$ cat config.mk
export PLATFORM = sky130hd
export DESIGN_NAME = msrv32_load_wait_unit
export DESIGN_NICKNAME = d
export VERILOG_FILES = /design/src/rtl/msrv32_load_wait_unit.sv
export SDC_FILE = /design/constraint.sdc
export NUM_CORES = 1
export LEC_CHECK = 0
export BUFFER_PORTS_ARGS = -buffer_cell sky130_fd_sc_hd__buf_2
export CORE_ASPECT_RATIO = 0.9
export CORE_MARGIN = 4
export CORE_UTILIZATION = 47
export DETAILED_ROUTE_END_ITERATION = 16
export PLACE_DENSITY = 0.89
export SYNTH_ARGS = -nofsm -noshare
export SYNTH_HDL_FRONTEND = slang
export SYNTH_SLANG_ARGS = --single-unit
$ cat constraint.sdc
create_clock -name clk_in -period 2.65 [get_ports clk_in]
set_input_delay 0.53 -clock clk_in [delete_from_list [all_inputs] [get_ports clk_in]]
set_output_delay 0.53 -clock clk_in [all_outputs]
set_load 0.02 [all_outputs]
$ cat src/rtl/msrv32_load_wait_unit.sv
// Load unit for the msrv32 stage-3 writeback path: extracts/extends load data and
// freezes the pipeline while waiting on a slow data memory, with a bounded timeout.
module msrv32_load_wait_unit #(
    parameter int unsigned TIMEOUT_CYCLES = 16,
    parameter logic [2:0]  WB_LU_SEL      = 3'd1
) (
    input  logic        clk_in,
    input  logic        reset_in,
    input  logic [2:0]  wb_mux_sel_in,
    input  logic        rf_wr_en_in,
    input  logic [1:0]  load_size_in,
    input  logic        load_unsigned_in,
    input  logic [31:0] iadder_out_in,
    input  logic [31:0] dm_data_in,
    input  logic        dm_ready_in,
    output logic [31:0] lu_output_out,
    output logic        lu_valid_out,
    output logic        stall_out,
    output logic        misaligned_load_out,
    output logic        timeout_err_out
);

    localparam logic [7:0] CNT_MAX = 8'(TIMEOUT_CYCLES);

    typedef enum logic {IDLE = 1'b0, WAIT = 1'b1} state_t;

    state_t      state, state_nxt;
    logic [7:0]  wait_cnt, wait_cnt_nxt;
    logic [1:0]  size_q, addr_q;
    logic        unsigned_q;

    logic        load_req, misaligned;
    logic [1:0]  ext_size, ext_addr;
    logic        ext_unsigned;
    logic [31:0] load_data;
    logic        take_data, take_mis, take_to, latch_en;
    logic        unused_addr_hi;

    function automatic logic [31:0] extract_load(input logic [31:0] data,
                                                 input logic [1:0]  size,
                                                 input logic        uns,
                                                 input logic [1:0]  addr);
        logic [7:0]  b;
        logic [15:0] h;
        logic [31:0] r;
        case (addr)
            2'b00:   b = data[7:0];
            2'b01:   b = data[15:8];
            2'b10:   b = data[23:16];
            default: b = data[31:24];
        endcase
        h = addr[1] ? data[31:16] : data[15:0];
        case (size)
            2'b00:   r = {{24{b[7] & ~uns}}, b};
            2'b01:   r = {{16{h[15] & ~uns}}, h};
            default: r = data;
        endcase
        return r;
    endfunction

    function automatic logic is_misaligned(input logic [1:0] size, input logic [1:0] addr);
        case (size)
            2'b00:   return 1'b0;
            2'b01:   return addr[0];
            default: return addr != 2'b00;
        endcase
    endfunction

    assign unused_addr_hi = ^iadder_out_in[31:2];
    assign load_req       = (wb_mux_sel_in == WB_LU_SEL) && rf_wr_en_in;
    assign misaligned     = is_misaligned(load_size_in, iadder_out_in[1:0]);

    // While waiting, the upstream stage may already hold a different instruction,
    // so extraction must use the fields captured when the load first arrived.
    assign ext_size     = (state == WAIT) ? size_q     : load_size_in;
    assign ext_addr     = (state == WAIT) ? addr_q     : iadder_out_in[1:0];
    assign ext_unsigned = (state == WAIT) ? unsigned_q : load_unsigned_in;
    assign load_data    = extract_load(dm_data_in, ext_size, ext_unsigned, ext_addr);

    always_comb begin
        state_nxt    = state;
        wait_cnt_nxt = wait_cnt;
        stall_out    = 1'b0;
        take_data    = 1'b0;
        take_mis     = 1'b0;
        take_to      = 1'b0;
        latch_en     = 1'b0;
        case (state)
            IDLE: begin
                if (load_req) begin
                    if (misaligned) begin
                        take_mis = 1'b1;
                    end else if (dm_ready_in) begin
                        take_data = 1'b1;
                    end else begin
                        stall_out    = 1'b1;
                        latch_en     = 1'b1;
                        wait_cnt_nxt = 8'd1;
                        state_nxt    = WAIT;
                    end
                end
            end
            WAIT: begin
                if (dm_ready_in) begin
                    take_data    = 1'b1;
                    wait_cnt_nxt = 8'd0;
                    state_nxt    = IDLE;
                end else if (wait_cnt >= CNT_MAX) begin
                    take_to      = 1'b1;
                    wait_cnt_nxt = 8'd0;
                    state_nxt    = IDLE;
                end else begin
                    stall_out    = 1'b1;
                    wait_cnt_nxt = (wait_cnt == 8'hFF) ? wait_cnt : wait_cnt + 8'd1;
                end
            end
            default: state_nxt = IDLE;
        endcase
        if (reset_in) begin
            stall_out = 1'b0;
        end
    end

    always_ff @(posedge clk_in) begin
        if (reset_in) begin
            state               <= IDLE;
            wait_cnt            <= 8'd0;
            size_q              <= 2'b00;
            addr_q              <= 2'b00;
            unsigned_q          <= 1'b0;
            lu_output_out       <= 32'd0;
            lu_valid_out        <= 1'b0;
            misaligned_load_out <= 1'b0;
            timeout_err_out     <= 1'b0;
        end else begin
            state               <= state_nxt;
            wait_cnt            <= wait_cnt_nxt;
            lu_valid_out        <= take_data;
            misaligned_load_out <= take_mis;
            timeout_err_out     <= take_to;
            if (latch_en) begin
                size_q     <= load_size_in;
                addr_q     <= iadder_out_in[1:0];
                unsigned_q <= load_unsigned_in;
            end
            if (take_data) begin
                lu_output_out <= load_data;
            end else if (take_to) begin
                lu_output_out <= 32'd0;
            end
        end
    end

endmodule
After elaboration in Yosys (flattened, before gate mapping):

Index checks and enable logic that the tools add are counted.

* register bits: 49
* bits of input ports: 74
* output and inout bits: 36
* logic and storage cells: 66

* $add $sub $neg: 1
* $lt $le $gt $ge: 1
* eq/ne operators: 10
* mux-type cells: 32
* bitwise operators: 5
* reduce and logical (&&, ||, !) cells: 8

Operator list (number)
* 32-bit two-way mux: 2
* 32-bit case mux with 2 select lines: 1
* 8-bit two-way mux: 6
* 8-bit case mux with 3 select lines: 1
* 16-bit two-way mux: 1
* 8-bit case mux with 2 select lines: 1
* 1-bit two-way mux: 15
* 8-bit by 1-bit adder with 8-bit output (second input constant): 1
* 8-bit == test (second input constant): 1
* 8-bit by 5-bit >= comparator with 1-bit output (second input constant): 1
* 2-bit by 1-bit == test with 1-bit output (second input constant): 3
* 2-bit logical NOT: 3
* 2-bit inequality test (second input constant): 3
* 1-bit case mux with 2 select lines: 3
* 2-bit two-way mux: 2
* 4-bit inequality test (second input constant): 1
* 4-bit AND reduction: 1
* 2-bit nonzero test: 2
* 3-bit by 1-bit == test with 1-bit output (second input constant): 1
* 1-bit inverter: 3
* 3-bit OR reduction: 1
* 1-bit AND: 2
* 2-bit == test (second input constant): 1
* 1-bit logical AND: 1

Depth between registers and ports, before layout:

Gate-level depths: netlist (run 1).

* depth after elaboration: 6
* depth in mapped cells: 8
* gate-level depth less buffers: 6

Worst setup path after synthesis (run 1):

Ideal clock, no wire load.

* kind: input to output
* start: input wb_mux_sel_in[2]
* end: output stall_out
* data arrival time: 1.804 ns
* data required time: 2.120 ns
* path slack: 0.316 ns
* cell stages on the path: 5
* path through: and4bb_1 > nand4_1 > nor2_1 > nor2_1 > nor2_1

* cells in the longest elaborated chain, start to end: 5

RTL lines
* start, declared: RTL line 9 `input logic [2:0] wb_mux_sel_in,`
* 3-bit by 1-bit == test with 1-bit output: RTL line 70 `assign load_req = (wb_mux_sel_in == WB_LU_SEL) && rf_wr_en_in;`
* 1-bit logical AND: RTL line 70
* 1-bit two-way mux: RTL line 90 `if (load_req) begin`
* 1-bit case mux with 2 select lines: RTL line 88 `case (state)`
* 1-bit two-way mux: RTL line 119 `if (reset_in) begin`
* end, declared: RTL line 18 `output logic stall_out,`

Every way passes these cells.

Worst setup path in the final report (run 1):

* start: register wait_cnt[4]
* end: output stall_out

* cells in the longest elaborated chain, start to end: 5

RTL lines
* start, declared: RTL line 28 `logic [7:0] wait_cnt, wait_cnt_nxt;`
* start signal, assigned: RTL line 137 `wait_cnt <= wait_cnt_nxt;`
* 8-bit by 5-bit >= comparator with 1-bit output: RTL line 108 `end else if (wait_cnt >= CNT_MAX) begin`
* 1-bit two-way mux: RTL line 108
* 1-bit two-way mux: RTL line 104 `if (dm_ready_in) begin`
* 1-bit case mux with 2 select lines: RTL line 88
* 1-bit two-way mux: RTL line 119

Every way passes these cells.

==> results of run 1 <==
-- path summary, 6_finish.rpt --
check | start | cells after the start | slack [ps] | endpoint
max | wait_cnt[4] | 5 | 150 | stall_out
min | wait_cnt[4] | 2 | 460 | wait_cnt[4]
max reg2reg | state | 6 | 430 | lu_output_out[22]
min reg2reg | wait_cnt[4] | 2 | 460 | wait_cnt[4]
-- sequential cells by signal (all words and copies together), names as in the netlist --
signal,cells
addr_q,2
lu_valid_out,1
timeout_err_out,1
lu_output_out,32
size_q,2
state,1
wait_cnt,8
unsigned_q,1
misaligned_load_out,1
-- cells in the mapped netlist (3+ instances only) --
cell	n	area share, %
o2bb2ai_1	21	7.2
a222oi_1	7	2.8
o22ai_1	7	1.7
a21oi_1	13	2.6
dfxtp_1	49	39
nand2_1	8	1.2
clkbuf_1	9	1.3
o2bb2ai_2	10	5.9
nor3_1	5	0.99
inv_1	11	1.6
and3_1	3	0.74
nor3b_1	3	0.89
o21ai_1	3	0.59
mux2i_1	15	5.9
o21ai_0	17	3.4
buf_2	6	1.2
a221o_1	8	3.2
nor2_1	56	8.3
-- per-stage QoR --
stage / hold WS (ps) / power [mW]
2_1_floorplan: 427 / 0.893
3_3_place_gp: 440 / 0.973
3_5_place_dp: 442 / 0.980
4_1_cts: 456 / 1.41
5_1_grt: 489 / 1.47
6_report: 459 / 1.41
-- layout make-up --
class / instances / area (um^2) / share of cell area, %
clock buffer: 6 / 72.6 / 2.34
clock inverter: 2 / 15.0 / 0.485
inverter: 12 / 45.0 / 1.46
multi-input combinational: 206 / 1440 / 46.4
sequential: 49 / 981 / 31.7
tap: 67 / 83.8 / 2.71
timing repair buffer: 88 / 463 / 15.0
-- worst register-to-register path, delay by kind of cell, from the launching register on --
| family | cells | cell delay (ps) |
|---|---|---|
| compound gates | 3 | 1040 |
| buf+inv | 1 | 240 |
| flops | 1 | 430 |
| simple gates | 2 | 380 |
-- layer usage --
layer / up-vias / track usage [%] / share of wire, %
met5: - / 0 / 0
met4: 0 / 9.81 / 3.7
met3: 29 / 4.25 / 10
met2: 178 / 34.6 / 46
met1: 1199 / 29.6 / 40
li1: 1221 / - / -
-- where the power goes --
group          leakage (nW)  switching [mW]  internal (mW)
clock                0.0374           0.251          0.186
sequential            0.395         0.00415          0.742
combinational         0.938           0.135         0.0895
total                  1.37           0.390           1.02
-- cell families after synthesis --
| kind of cell | count (synthesis) |
|---|---|
| AND/OR/NAND/NOR | 90 |
| buffers and inverters | 29 |
| adder cells (fa/ha/maj) | 2 |
| flip-flops | 49 |
| AO/OA/AOI/OAI | 97 |
| multiplexers | 17 |
==> flow_summary.json, run 1 <==
{
  "post_drt_wl_per_cell_um": 16.8,
  "avgSynthCellArea_um2": 8.93,
  "syn_nets": 360,
  "synth_top_family_by_area": "compound AO/OA/AOI/OAI gates",
  "setup_tns_ps": 0,
  "fillers": 462,
  "slowest_delay_ps": 610,
  "via_count": 2627,
  "crit_top_cell": "nor2_1",
  "place_hpwl_um": 5280,
  "post_dp_cell_area_um2": 3010,
  "cts_made_buffers": 5,
  "postCtsSetupRepairBufs": 0,
  "syn-cell-area_um2": 2540,
  "hold_class": "flop to flop",
  "synth-edff-count": 0,
  "setup_ws_ps": 151,
  "critPathSlowestCell": "or4_1",
  "clk_path_buf_depth": 2,
  "startpoint_type": "flop",
  "postLayoutCoreUtil_pct": 58.9,
  "std_cell_rows": 25,
  "fin_cells": 430,
  "grt_use_total_pct": 22.2,
  "clk_pin_slew_ps": 90,
  "synth_seq_cells": 49,
  "ctsResizeCount": 0,
  "cp.arrival_ps": 1970,
  "drc": 0,
  "start_util_pct": 48.3,
  "post-place-cells": 422,
  "die-height_um": 77.7,
  "core-area_um2": 5260,
  "worst_pin_slew_ps": 591,
  "final_layout_size_suffix_gt1_share_pct": 31.7,
  "place_congestion": 0.863,
  "synth.distinct_cells": 48,
  "syn_inst": 284,
  "dp_slack_ps": 282,
  "muxShareOfSynthArea_pct": 6.95,
  "synth_async_sr_flop_share_pct": 0,
  "maxCapViolCount": 0,
  "overflow": 0,
  "drt_wl_total_um": 7230,
  "max_slew_margin_pct": 60.4,
  "cellPowerDensity_nw_per_um2": 455,
  "path_delay_family": "simple AND/OR/NAND/NOR gates",
  "finalSetupViolCount": 0,
  "ant_nets": 0,
  "htreeDepth": 2,
  "via_per_inst": 6.11,
  "slew_viol_final": 0,
  "fin_nets": 438,
  "cp_data_required_time_ps": 2120,
  "fin_crit_ps": 2500,
  "critPathKind": "flop to primary output",
  "final_common_cell": "buf_2",
  "drtIter0Drc": 438,
  "grt_max_degree": 24,
  "ios": 110,
  "synth_compound_area_share_pct": 31.3,
  "rsz0062_at_grt": "no",
  "clkLatencyLatePin_ps": 300,
  "grt_pass1_vias": 2589,
  "fin_worst_skew_ps": 9.54,
  "synth_flop_cell": "dfxtp_1",
  "end_kind": "primary output",
  "hold_violations": 0,
  "die_x_um": 85.5,
  "grt_pass1_wl_um": 12100,
  "synthSimpleGateAreaFrac_pct": 17.1,
  "cts_sinks": 49,
  "path_max_fanout": 6,
  "ys_warn_count": 0,
  "diodes": 0,
  "fmax_ghz": 0.400,
  "fin_area_um2": 3100,
  "fin_crit_sh_pct": 94.3,
  "ir_worst_vdd_v": 0.000262,
  "cts_tree": "built",
  "path_buf_inv": 1,
  "drt_first_pass_iters": 5,
  "holdBufCountCts": 0,
  "mostFrequentLayoutCells": "buf_2 (79), nor2_1 (55), dfxtp_1 (49), o2bb2ai_1 (21), o21ai_0 (17)",
  "cp_cell_sequence": "or4_1 > nor2_1 > nor2_1 > nor2_1 > buf_2",
  "cts_root_buffer": "clkbuf_8",
  "synthXorXnorAreaFrac_pct": 0,
  "synth_fa_ha_area_share_pct": 0.986,
  "die_area_um2": 6640,
  "antenna_found_initial": 0,
  "ys_seq_area_share_pct": 38.7,
  "outcome": "finished clean",
  "area_growth_pct": 22.0,
  "place.port_buffers": 79,
  "leakagePower_nw": 1.37
}
Note: power is estimated with default switching activity, not from simulation.
==> run 2: changes to the inputs <==
--- a/config.mk
+++ b/config.mk
@@ -5,7 +5,7 @@
 export SDC_FILE = /design/constraint.sdc
 export NUM_CORES = 1
 export LEC_CHECK = 0
-export BUFFER_PORTS_ARGS = -buffer_cell sky130_fd_sc_hd__buf_2
+export BUFFER_PORTS_ARGS = -buffer_cell sky130_fd_sc_hd__buf_4
 export CORE_ASPECT_RATIO = 0.9
 export CORE_MARGIN = 4
 export CORE_UTILIZATION = 47
==> flow_summary.json, run 2 (synthesis results as in run 1) <==
{
  "ir_worst_vdd_v": 0.000324,
  "slew_viol_final": 0,
  "power_frac_seq_pct": 48.0,
  "critPathKind": "flop to primary output",
  "fin_crit_sh_pct": 89.6,
  "place_congestion": 0.835,
  "holdBufCountCts": 0,
  "maxCapViolCount": 0,
  "place.port_buffers": 79,
  "fmax_ghz": 0.421,
  "core-area_um2": 5260,
  "via_count": 2606,
  "switching_share_pct": 25.6,
  "dp_slack_ps": 302,
  "cts_root_buffer": "clkbuf_8",
  "clkPwrFrac_pct": 36.4,
  "path_max_fanout": 6,
  "worst_pin_slew_ps": 650,
  "std_cell_rows": 25,
  "cp_cell_sequence": "or4_1 > nor2_1 > buf_4 > nor2_1 > nor2_1 > buf_4",
  "drtIter0Drc": 445,
  "post_drt_wl_per_cell_um": 17.7,
  "mostFrequentLayoutCells": "buf_4 (87), nor2_1 (55), dfxtp_1 (49), o2bb2ai_1 (21), o21ai_0 (17)",
  "grt_pass1_vias": 2522,
  "postCtsSetupRepairBufs": 0,
  "combPwrFrac_pct": 15.6,
  "final_common_cell": "buf_4",
  "top_regs": "lu_output_out (32), wait_cnt (8)",
  "fin_worst_skew_ps": 10.8,
  "clkLatencyLatePin_ps": 310,
  "cp.arrival_ps": 1850,
  "start_util_pct": 48.3,
  "drt_wl_total_um": 7580,
  "area_growth_pct": 30.8,
  "slowest_delay_ps": 610,
  "ios": 110,
  "grt_pass1_wl_um": 12400,
  "place_hpwl_um": 5360,
  "finalSetupViolCount": 0,
  "fin_nets": 437,
  "grt_use_total_pct": 23.2,
  "hold_class": "flop to flop",
  "grt_max_degree": 35,
  "via_per_inst": 6.07,
  "overflow": 0,
  "p_int_mw": 1.16,
  "path_delay_family": "simple AND/OR/NAND/NOR gates",
  "drt_first_pass_iters": 6,
  "postLayoutCoreUtil_pct": 63.1,
  "fin_crit_ps": 2380,
  "switchingPower_mw": 0.398,
  "drc": 0,
  "clk_path_buf_depth": 2,
  "end_kind": "primary output",
  "rsz0062_at_grt": "no",
  "cts_tree": "built",
  "cts_made_buffers": 5,
  "die-height_um": 77.7,
  "hold_violations": 0,
  "antenna_found_initial": 0,
  "diodes": 0,
  "final_layout_size_suffix_gt1_share_pct": 31.8,
  "largest_reg_flops": 32,
  "setup_ws_ps": 275,
  "clk_pin_slew_ps": 90,
  "path_buf_inv": 2,
  "die_area_um2": 6640,
  "cts_sinks": 49,
  "top_register": "lu_output_out",
  "crit_top_cell": "nor2_1",
  "startpoint_type": "flop",
  "cellPowerDensity_nw_per_um2": 469,
  "htreeDepth": 2,
  "die_x_um": 85.5,
  "outcome": "finished clean",
  "critPathSlowestCell": "or4_1",
  "setup_tns_ps": 0,
  "max_slew_margin_pct": 56.4,
  "cp_data_required_time_ps": 2120,
  "leakagePower_nw": 1.42,
  "ant_nets": 0,
  "ctsResizeCount": 0
}
==> run 2: final timing paths <==
check	cells after the start	end	from	slack (ps)
min reg2reg	2	wait_cnt[4]	wait_cnt[4]	470
max	6	stall_out	wait_cnt[4]	270
max reg2reg	5	lu_output_out[22]	state	340
min	2	wait_cnt[4]	wait_cnt[4]	470
==> run 2: power groups by stage <==
| stage | sequential, mW | clock [mW] | combinational [mW] |
|---|---|---|---|
| after global routing | 0.748 | 0.601 | 0.262 |
| after floorplan | 0.769 | 0 | 0.124 |
| after global placement | 0.763 | 0 | 0.229 |
| after CTS | 0.747 | 0.569 | 0.239 |
| final | 0.747 | 0.566 | 0.243 |
| after detailed placement | 0.764 | 0 | 0.236 |
==> run 2: layout make-up <==
type	count	area, um^2
multi-input cells	206	1440
clock inverters	2	37.5
repair buffers	87	653
fillers	439	1940
well taps	67	83.8
clock buffers	6	82.6
inverters	12	45.0
flip-flops and latches	49	981
==> run 2: worst reg2reg max path, stage by stage, from the launching register on <==
cell and delay (ps):
dfxtp_1 690, mux2_4 430, mux2i_1 260, o31ai_1 130, o21ai_4 510, o2bb2ai_1 150
==> run 2: per-layer routing <==
metal,track usage (%),up-vias,wire length (um)
met5,0,-,0
met3,5.10,35,800
li1,-,1221,-
met2,36.2,168,3570
met1,30.1,1182,2910
met4,11.7,0,298
==> run 2: through the flow <==
stage | hold slack (ps) | instance area, um^2 | instances | power [mW]
global placement | 439 | 3200 | 421 | 0.993
global route | 490 | 3320 | 429 | 1.61
CTS | 467 | 3320 | 429 | 1.55
finish | 467 | 3320 | 429 | 1.56
detailed placement | 449 | 3200 | 421 | 1.00
floorplan | 427 | 2540 | 284 | 0.893
